$ cat src/rtl/snn_pkg.sv
// Shared types and constants for the SNN image loader.
package snn_pkg;

    typedef enum logic [2:0] {
        LOAD  = 3'd0,
        START = 3'd1,
        WAIT  = 3'd2,
        SEND  = 3'd3,
        HOLD  = 3'd4
    } loader_state_t;

    localparam int IMG_PIXELS = 784;
    localparam int IMG_BYTES  = 98;
    localparam logic [7:0] ASCII_ZERO = 8'h30;
    localparam logic [7:0] ASCII_ONE  = 8'h31;

endpackage

$ cat src/rtl/snn_img_ram.sv
// 784x1 image buffer: byte-wide write port with per-bit enable, registered 1-bit read.
module snn_img_ram
    import snn_pkg::*;
(
    input  logic       clk,
    input  logic       rst,
    input  logic       we,
    input  logic [6:0] waddr,
    input  logic [7:0] wdata,
    input  logic [7:0] wbe,
    input  logic [9:0] raddr,
    output logic       q
);

    logic [7:0] mem [IMG_BYTES];

    // Contents are deliberately not reset; every load overwrites all pixels.
    always_ff @(posedge clk) begin
        if (we) begin
            for (int i = 0; i < 8; i++) begin
                if (wbe[i]) mem[waddr][i] <= wdata[i];
            end
        end
    end

    always_ff @(posedge clk) begin
        if (rst)
            q <= 1'b0;
        else if (raddr < 10'(IMG_PIXELS))
            q <= mem[raddr[9:3]][raddr[2:0]];
        else
            q <= 1'b0;
    end

endmodule

$ cat src/rtl/snn_img_loader.sv
// Receives an image over a byte stream, kicks snn_core, and returns the digit as ASCII.
// Build option SNN_LOADER_ASCII_EN: one ASCII '0'/'1' pixel per byte instead of 8 packed pixels.
module snn_img_loader
    import snn_pkg::*;
(
    input  logic       clk,
    input  logic       rst,
    input  logic       rx_rdy,
    input  logic [7:0] rx_data,
    input  logic [9:0] addr_input_unit,
    output logic       q_input,
    output logic       start,
    input  logic       done,
    input  logic [3:0] digit,
    output logic       tx_start,
    output logic [7:0] tx_data,
    input  logic       tx_rdy,
    output logic       busy
);

    loader_state_t state;
    logic [9:0]    pix_cnt;
    logic [3:0]    digit_q;
    logic          wr_en;
    logic [7:0]    wr_data;
    logic [7:0]    wr_be;
    logic          last_px;

`ifdef SNN_LOADER_ASCII_EN
    localparam logic [9:0] PX_STEP = 10'd1;
    logic px_valid;
    assign px_valid = (rx_data == ASCII_ONE) || (rx_data == ASCII_ZERO);
    assign wr_en    = (state == LOAD) && rx_rdy && px_valid;
    assign wr_data  = {8{rx_data == ASCII_ONE}};
    assign wr_be    = 8'd1 << pix_cnt[2:0];
    assign last_px  = (pix_cnt == 10'(IMG_PIXELS - 1));
`else
    localparam logic [9:0] PX_STEP = 10'd8;
    assign wr_en    = (state == LOAD) && rx_rdy;
    assign wr_data  = rx_data;
    assign wr_be    = 8'hFF;
    assign last_px  = (pix_cnt == 10'(IMG_PIXELS - 8));
`endif

    snn_img_ram u_ram (
        .clk   (clk),
        .rst   (rst),
        .we    (wr_en),
        .waddr (pix_cnt[9:3]),
        .wdata (wr_data),
        .wbe   (wr_be),
        .raddr (addr_input_unit),
        .q     (q_input)
    );

    always_ff @(posedge clk) begin
        if (rst) begin
            state    <= LOAD;
            pix_cnt  <= 10'd0;
            digit_q  <= 4'd0;
            start    <= 1'b0;
            tx_start <= 1'b0;
            tx_data  <= 8'h00;
            busy     <= 1'b0;
        end else begin
            start    <= 1'b0;
            tx_start <= 1'b0;
            case (state)
                LOAD: begin
                    if (wr_en) begin
                        if (last_px) begin
                            pix_cnt <= 10'd0;
                            state   <= START;
                            start   <= 1'b1;
                            busy    <= 1'b1;
                        end else begin
                            pix_cnt <= pix_cnt + PX_STEP;
                        end
                    end
                end
                START: state <= WAIT;
                WAIT: begin
                    if (done) begin
                        digit_q <= digit;
                        state   <= SEND;
                    end
                end
                SEND: begin
                    if (tx_rdy) begin
                        tx_start <= 1'b1;
                        tx_data  <= ASCII_ZERO + {4'd0, digit_q};
                        state    <= HOLD;
                    end
                end
                HOLD: begin
                    // done is a level; wait for core to drop it so one result is sent once
                    if (!done) begin
                        state <= LOAD;
                        busy  <= 1'b0;
                    end
                end
                default: begin
                    state <= LOAD;
                    busy  <= 1'b0;
                end
            endcase
        end
    end

endmodule

$ cat config.mk
export PLATFORM = sky130hd
export DESIGN_NAME = snn_img_loader
export DESIGN_NICKNAME = d
export VERILOG_FILES = /design/src/rtl/snn_pkg.sv /design/src/rtl/snn_img_ram.sv /design/src/rtl/snn_img_loader.sv
export SDC_FILE = /design/constraint.sdc
export NUM_CORES = 1
export LEC_CHECK = 0
export CORE_UTILIZATION = 40
export CTS_BUF_LIST = sky130_fd_sc_hd__clkbuf_8
export CTS_CLUSTER_SIZE = 25
export DETAILED_ROUTE_END_ITERATION = 16
export PLACE_DENSITY = 0.53
export SYNTH_ARGS = -nofsm -noshare
export SYNTH_HDL_FRONTEND = slang
export SYNTH_SLANG_ARGS = --single-unit
$ cat constraint.sdc
create_clock -name clk -period 3.4 [get_ports clk]
set_clock_uncertainty 0.2 [all_clocks]
set_input_delay 0.68 -clock clk [delete_from_list [all_inputs] [get_ports clk]]
set_output_delay 0.68 -clock clk [all_outputs]
set_load 0.005 [all_outputs]
# After elaboration in Yosys (flattened, before gate mapping)
# Memory sizes are Yosys's and may differ from the RTL's.
# Index checks and enable logic that the tools add are counted.
# word_totals
latchBits	0
rom_bits	0
mem_count	1
output_inout_bits	12
ram_bits	784
ff_bits	29
in_bits	27
# op_classes
n_mux	17
n_reduce_logical	11
n_shift	0
n_div	0
add_sub_neg	2
eq_ne	10
n_mul	0
n_lt_le_gt_ge	2
n_bitwise	5
# mem_list
name	depth	width	read_ports	rd_clocked_by_memory_dff	write_ports	line_no	text
u_ram.mem	98	8	1	0	1	snn_img_ram.sv:15	logic [7:0] mem [IMG_BYTES];
# op_table
cell	count
$mux W3	5
$pmux W3 S5	1
$add A10 B4 Y10 const B	1
$eq A10 B10 Y1 const B	1
$lt A10 B10 Y1 const B	1
$mux W10	1
$mux W1	8
$ne A2 B2 Y1 const B	4
$add A6 B4 Y7 const A	1
$eq A3 B2 Y1 const B	2
$reduce_and A2 Y1	3
$reduce_or A3 Y1	2
$not A1 Y1	5
$reduce_and A5 Y1	1
$lt A3 B4 Y1 const B	1
$reduce_and A4 Y1	1
$reduce_or A2 Y1	2
$bmux W1 S3	1
$eq A3 B1 Y1 const B	1
$eq A3 B3 Y1 const B	1
$logic_not A3 Y1	1
$pmux W1 S3	1
$ne A2 B1 Y1 const B	1
$logic_and A1 B1 Y1	1

# Longest topological paths before layout
# Gate-level depths: netlist of run 1.
# depth
ltp_word	4
ltp_mapped	12

# Hierarchy
# From an unflattened synthesis of run 1, not the netlist that was laid out.
# hier_totals
cells_unflattened	2502
hier_area_um2	35250.1
# modules_own_cells
mod	seq_area_each_um2	area_each_um2	cells_each	n_inst
snn_img_ram	23562.6	34300.4	2403	1
snn_img_loader	440.4	949.7	99	1

# Least setup slack after synthesis of run 1
# OpenSTA, ideal clock, no wires.
# synth_timing
kind	input to register
startpoint	input port addr_input_unit[3]
endpoint	register u_ram.q
path_buffers	5
setup_slack_ns	0.262
setup_time_ns	0.133
required_ns	3.067
t_arrival_ns	2.804
path_stages	12
cell_sequence	buf_6 > buf_12 > buf_6 > buf_6 > buf_2 > mux2_2 > a21oi_1 > o21ai_0 > o41ai_1 > a21oi_1 > o31ai_1 > o22ai_1
# synth_via
elab_chain_len	3
# synth_rtl
element	line_no	text
start: declaration	snn_img_loader.sv:10	input logic [9:0] addr_input_unit,
$mem_v2 Z98 W8 / $lt A10 B10 Y1 (equally long branches)	n/a	
$bmux W1 S3 / $not A1 Y1 (equally long branches)	n/a	
$mux W1 (implied by the code) / $reduce_or A2 Y1 (equally long branches)	n/a	
end signal: assignment	snn_img_ram.sv:30	q <= mem[raddr[9:3]][raddr[2:0]];
end: declaration	snn_img_ram.sv:12	output logic q
# Several ways; a longest one is shown, not always the timed one. The select of a mux whose other input is x is not followed.
# A chain may end at the register's enable or synchronous reset.

# Worst setup path after layout of run 1
# Ends and elaborated chain as after synthesis.

==> metrics.txt, run 1 <==
CTS tree=yes; post-route setup slack=377.1 ps; remaining global-route overflow=0; Detail Placement HPWL=56.82 mm; Avg WL per Cell=27.88 µm; final setup violation count=0; setup bufs post-CTS=0; CTS Buf Count=139; htree depth=4; Gate Count Post-Synth=1593; Yosys top cell by area=edfxtp_1; Die H=283.5 µm; Total GRT Usage=0.2170; CP Max Fanout=20; DRT Wirelength=86.49 mm; Tmin final=3023 ps; clock buffer depth=3; initial core utilization=0.4065; Hold-fix buffers, CTS=0; Vias/cell=5.553; Seq/Total Area, Yosys=0.7572; worst-case reg-to-reg path depth=8; Max Transition Viols Final=0; Clk Tree Root Cell=clkbuf_8; antenna violations before repair=2; setup slack at placement=-388.4 ps; Max Cap Violations=0; Yosys warning count=0; maximum VDD drop=0.3496 mV; CTS resizes=0; Final #Nets=1986; DR vias=17226; worst slew pin tran=1097 ps; number of global-route vias before repair=17497; Met3 Wirelength=6.366 mm; RSZ-0062 raised after global routing=false; flop2flop setup slack=480 ps; arrival time at the worst endpoint=3450 ps; outcome=completed; first-pass GRT wire length=124.7 mm; Post-route DRC=0; DR iter-0 viols=1880; Slew headroom=0.2687; asr flop ratio synth=0; Max Clk Rate=330.8 MHz; synthesized area per cell=19.90 µm²; crit start category=input pin; Critical Path Sink=u_ram.q; GP Congestion=0.9377; crit path launch=addr_input_unit[3]; Leakage=12.60 nW; Core ar.=77980 µm²; top-area cell type share of the netlist area=0.7427; DRT antenna net count=0; share of layout cells above drive strength 1=0.3150; FF/Latch Area=24000 µm²; Worst EP required=3820 ps; PwrDens=539.6 nW/µm²; Mapped Area=31700 µm²; footprint of the multi-input gates=7154 µm²; Post-synth EDFFs=784; final period utilization=0.8891; chip width=283.5 µm; min-delay worst type=input pin to register; Final Hold Viols=0; # IOs=39; Die ar.=80380 µm²; Detailed Routing Iterations Pass 1=5; r2r startpoint=u_ram.mem[71][4]; standard-cell rows=102; Area contributors post-synth=edfxtp_1 74%, mux4_2 12%, mux2i_1 2.4%, nor2_1 1.6%, dfxtp_1 1.5%; Yosys reg bits=807; clock sinks=807; clk_lat worst skew=780 ps; Synth Flop Type=edfxtp_1; Crit Path Category=input pin to register; Unique masters post-synth=65; highest routed layer=met5; synth-to-layout area growth=19.12%; met2 wire length=40.43 mm; largest net degree at the start of global routing=99; worst r2r dst=u_ram.q; Design Power=0.02037 W; I/O Buffers=36; Clk pin slew, worst setup/hold paths=60 ps; # fillers=6533; CP endpoint kind=register; wl on met1=37.44 mm
## worst max-delay path, stage by stage
cell and delay (ps):
buf_8 200, buf_12 240, buf_4 200, mux4_2 550, nand2_1 100, a21oi_1 140
o41ai_1 660, buf_4 210, a21oi_1 60, o31ai_1 240, o22ai_1 120
## sequential cells by signal, indices dropped and copies added, names as in the netlist
name,flops
busy,1
digit_q,4
pix_cnt,7
start,1
state,3
tx_data,5
tx_start,1
u_ram.mem,784
u_ram.q,1
## area by class of cell
| type | count | share of cell area |
|---|---|---|
| flip-flops and latches | 807 | 0.6357 |
| multi-input cells | 692 | 0.1895 |
| repair buffers | 310 | 0.07088 |
| clock buffers | 144 | 0.05249 |
| well taps | 1040 | 0.03446 |
| clock inverters | 99 | 0.01604 |
| inverters | 8 | 0.0007953 |
| diodes | 2 | 0.0001326 |
## stage by stage
| stage | utilization | setup TNS, ps | std cells | hold slack, ps | area [µm²] |
|---|---|---|---|---|---|
| after global routing | 0.4842 | 0 | 3101 | 206.7 | 37760 |
| after global placement | 0.4510 | -461.7 | 2857 | 260.4 | 35170 |
| after floorplan | - | 0 | 1594 | 260.1 | 31700 |
| after detailed placement | 0.4510 | -388.4 | 2857 | 267.5 | 35170 |
| after CTS | 0.4841 | 0 | 3100 | 166.2 | 37750 |
| final | 0.4842 | 0 | 3102 | 224.7 | 37760 |
## layer usage
metal	vias up	track usage
li1	7317	-
met1	9069	0.3095
met2	696	0.3352
met3	142	0.04301
met4	2	0.07054
met5	-	0
## worst min path at each step
stage	depth (start not counted)	start	slack, ps	endpoint
after floorplan	2	digit_q[0]	260	digit_q[0]
after global placement	2	busy	260	busy
after detailed placement	2	busy	270	busy
after CTS	1	rx_data[3]	170	u_ram.mem[14][3]
after global routing	1	rx_data[3]	210	u_ram.mem[13][3]
final	1	rx_data[3]	220	u_ram.mem[14][3]
## cells by family after synthesis
group / synth area share
AOI/OAI and AO/OA: 0.03359
xor gates and xnor gates: 0.001382
adders and majority gates: 0.0003947
buffers and inverters: 0.01717
DFF: 0.7572
muxes: 0.1505
other: 0.0001183
and+or+nand+nor: 0.03963
## cell usage after synthesis, drive strengths merged, types with 4 or more instances
library cell  instances
buf                  47
nor3b                 4
clkbuf               40
a221oi                8
a22oi                11
o41ai                 4
mux2                 19
nand3                14
and3b                 4
nor3                 16
dfxtp                23
nand4                 5
nand2b                6
o22ai                17
nor2                134
edfxtp              784
and2                  8
a21oi                18
a221o                 4
mux2i                76
o221ai               19
mux4                168
nand2                48
a31oi                 7
inv                   6
nor2b                19
and3                  4
a211oi                9
o21ai                21
## report_power, final
group / switching [W] / internal, W
clock: 0.00396 / 0.00427
sequential: 0.0000112 / 0.0109
combinational: 0.000725 / 0.000478
## layout by cell type (no fill, tap or decap), types with 5 or more instances in the layout
| cell | instances |
|---|---|
| clkbuf_8 | 144 |
| edfxtp_1 | 784 |
| nor3_1 | 16 |
| a221oi_1 | 8 |
| nand2_1 | 48 |
| a22oi_1 | 11 |
| clkinv_1 | 34 |
| clkinv_2 | 10 |
| buf_12 | 23 |
| a31oi_1 | 7 |
| clkdlybuf4s50_1 | 23 |
| mux2i_1 | 76 |
| inv_1 | 43 |
| dfxtp_1 | 23 |
| nand2b_1 | 6 |
| a211oi_1 | 9 |
| o21ai_0 | 21 |
| a21oi_1 | 18 |
| nand4_1 | 5 |
| clkinvlp_4 | 5 |
| nor2_1 | 134 |
| o22ai_1 | 17 |
| mux2_2 | 19 |
| mux4_2 | 165 |
| buf_4 | 259 |
| and2_1 | 7 |
| nand3_1 | 14 |
| nor2b_1 | 19 |
| o221ai_1 | 19 |
Note: power is estimated with default switching activity, not from simulation.
==> run 2: changes to the inputs <==
==> constraint.sdc (replaced) <==
create_clock -name clk -period 3.39 [get_ports clk]
set_clock_uncertainty 0.2 [all_clocks]
set_input_delay 0.678 -clock clk [delete_from_list [all_inputs] [get_ports clk]]
set_output_delay 0.678 -clock clk [all_outputs]
set_load 0.005 [all_outputs]
==> run 2 against run 1 <==
  * Sequential share of layout area up 0.25 points
  * Final area down 0.40%
  * Count of clock-buffer cells in the layout down 2
  * First-iteration DRC count down 4.3%
  * Register-to-register slack worse by 140 ps
  * Critical path type unchanged
  * Largest cell class unchanged
==> metrics.txt, run 2 (synthesized netlist as in run 1, its figures left out) <==
final period utilization=0.9251; Final Util=0.4823; CTS Buf Count=136; sw frac=0.2294; Total GRT Usage=0.2165; DRT antenna net count=0; Slew headroom=0.2667; slowest stage delay, CP=740 ps; register bank with the most flops=u_ram.mem; clock buffer depth=3; GP Congestion=0.9384; Core ar.=77980 µm²; Tmin final=3136 ps; Final Hold Viols=0; met1 usage=0.3072; Max Transition Viols Final=0; top flop regs=u_ram.mem (784), pix_cnt (7), tx_data (5); CP bufs+invs=4; met2 GRT Util=0.3368; Psw=0.004610 W; DR iter-0 viols=1800; remaining global-route overflow=0; share of layout cells above drive strength 1=0.3154; standard-cell rows=102; final setup violation count=0; CTS resizes=0; I/O Buffers=36; min-delay worst type=input pin to register; Worst EP required=3830 ps; antenna violations before repair=1; setup bufs post-CTS=0; PwrDens=534.4 nW/µm²; commonest non-fill, non-tap cell in the layout=edfxtp_1; largest net degree at the start of global routing=99; Post-route DRC=0; CP Max Fanout=20; outcome=completed; Vias/cell=5.560; worst slew pin tran=1100 ps; DR vias=17176; CP endpoint kind=register; # IOs=39; Reg power frac=0.546; synth-to-layout area growth=18.64%; Hold-fix buffers, CTS=0; max reg flops=784; Die ar.=80380 µm²; Max Cap Violations=0; clock sinks=807; CTS tree=yes; number of global-route vias before repair=17511; Crit Path Category=input pin to register; Clk pin slew, worst setup/hold paths=60 ps; Comb pwr share=0.060; Detailed Routing Iterations Pass 1=5; Worst path top cell family by delay=compound AO/OA/AOI/OAI gates; first-pass GRT wire length=124.5 mm; slowest cell on the critical path=o41ai_1; Detail Placement HPWL=56.06 mm; Final #Nets=1982; setup TNS=0 ps; Leakage=12.54 nW; chip width=283.5 µm; Clk Tree Root Cell=clkbuf_8; Cell Chain, Critical Path=buf_8 > buf_12 > buf_4 > mux4_2 > nand2_1 > a21oi_1 > o41ai_1 > buf_4 > a21oi_1 > o31ai_1 > o22ai_1; Pint=0.01549 W; htree depth=4; Die H=283.5 µm; RSZ-0062 raised after global routing=false; # fillers=6543; maximum VDD drop=0.3127 mV; arrival time at the worst endpoint=3570 ps; Avg WL per Cell=27.91 µm; clk_lat worst skew=780 ps; initial core utilization=0.4065; commonest non-fill, non-tap cells in the layout=784 x edfxtp_1, 257 x buf_4, 165 x mux4_2, 142 x clkbuf_8, 134 x nor2_1; Top Usage Layer GRT=met2; DRT Wirelength=86.21 mm; Clock power frac=0.394; GRT met3 Usage=0.04260; crit start category=input pin; Max Clk Rate=318.9 MHz
[run 2: cell types whose count changed in the layout (fill, tap and decap cells not counted), sizes merged]
cell,before,now
clkinv,48,40
bufinv,4,2
clkinvlp,5,4
inv,50,52
clkbuf,144,142
diode,2,1
buf,287,286
[run 2: stage by stage]
stage               worst slack [ps]  total power, W  area, µm²  std cells  hold slack (ps)
floorplan                      254.5         0.01173      31700       1594            260.1
global placement              -487.4         0.01238      35170       2856            260.8
detailed placement            -415.4         0.01239      35170       2856            270.3
CTS                            423.1         0.02031      37600       3088            177.7
global route                   237.5         0.02079      37610       3089            200.8
finish                         253.9         0.02010      37610       3089            219.8
[run 2: power groups by stage]
stage          logic (W)  clock network, W  registers (W)
6_report         0.00121           0.00792         0.0110
5_1_grt          0.00127           0.00855         0.0110
4_1_cts          0.00121           0.00813         0.0110
3_5_place_dp     0.00121                 0         0.0112
3_3_place_gp     0.00120                 0         0.0112
2_1_floorplan   0.000556                 0         0.0112
[run 2: worst paths after layout]
path	start	to	slack, ps	cells past startpoint
min reg2reg	busy	busy	280	2
min	rx_data[3]	u_ram.mem[12][3]	220	1
max reg2reg	u_ram.mem[68][4]	u_ram.q	340	8
max	addr_input_unit[3]	u_ram.q	250	11
[run 2: layout make-up]
cell class                      instances  area [µm²]  share of cell area
Sequential cell                       807       24000              0.6383
Multi-Input combinational cell        692        7154              0.1902
Timing Repair Buffer                  309        2681             0.07130
Clock buffer                          142        1954             0.05197
Tap cell                             1040        1301             0.03460
Clock inverter                         90       480.5             0.01278
Inverter                                8       30.03           0.0007985
Antenna cell                            1       2.502          0.00006654
[run 2: worst reg2reg max path, delay by kind of cell, from the launching register on]
family / cells / cell delay [ps]
mux: 1 / 480
compound gates: 6 / 1570
flops: 1 / 420
buf+inv: 1 / 220
[run 2: per-layer routing]
layer	share of wire	vias up	wire length [µm]
met1	0.44	9055	37760
met3	0.067	146	5794
li1	-	7305	-
met2	0.47	670	40680
met5	0	-	0
met4	0.023	0	1971
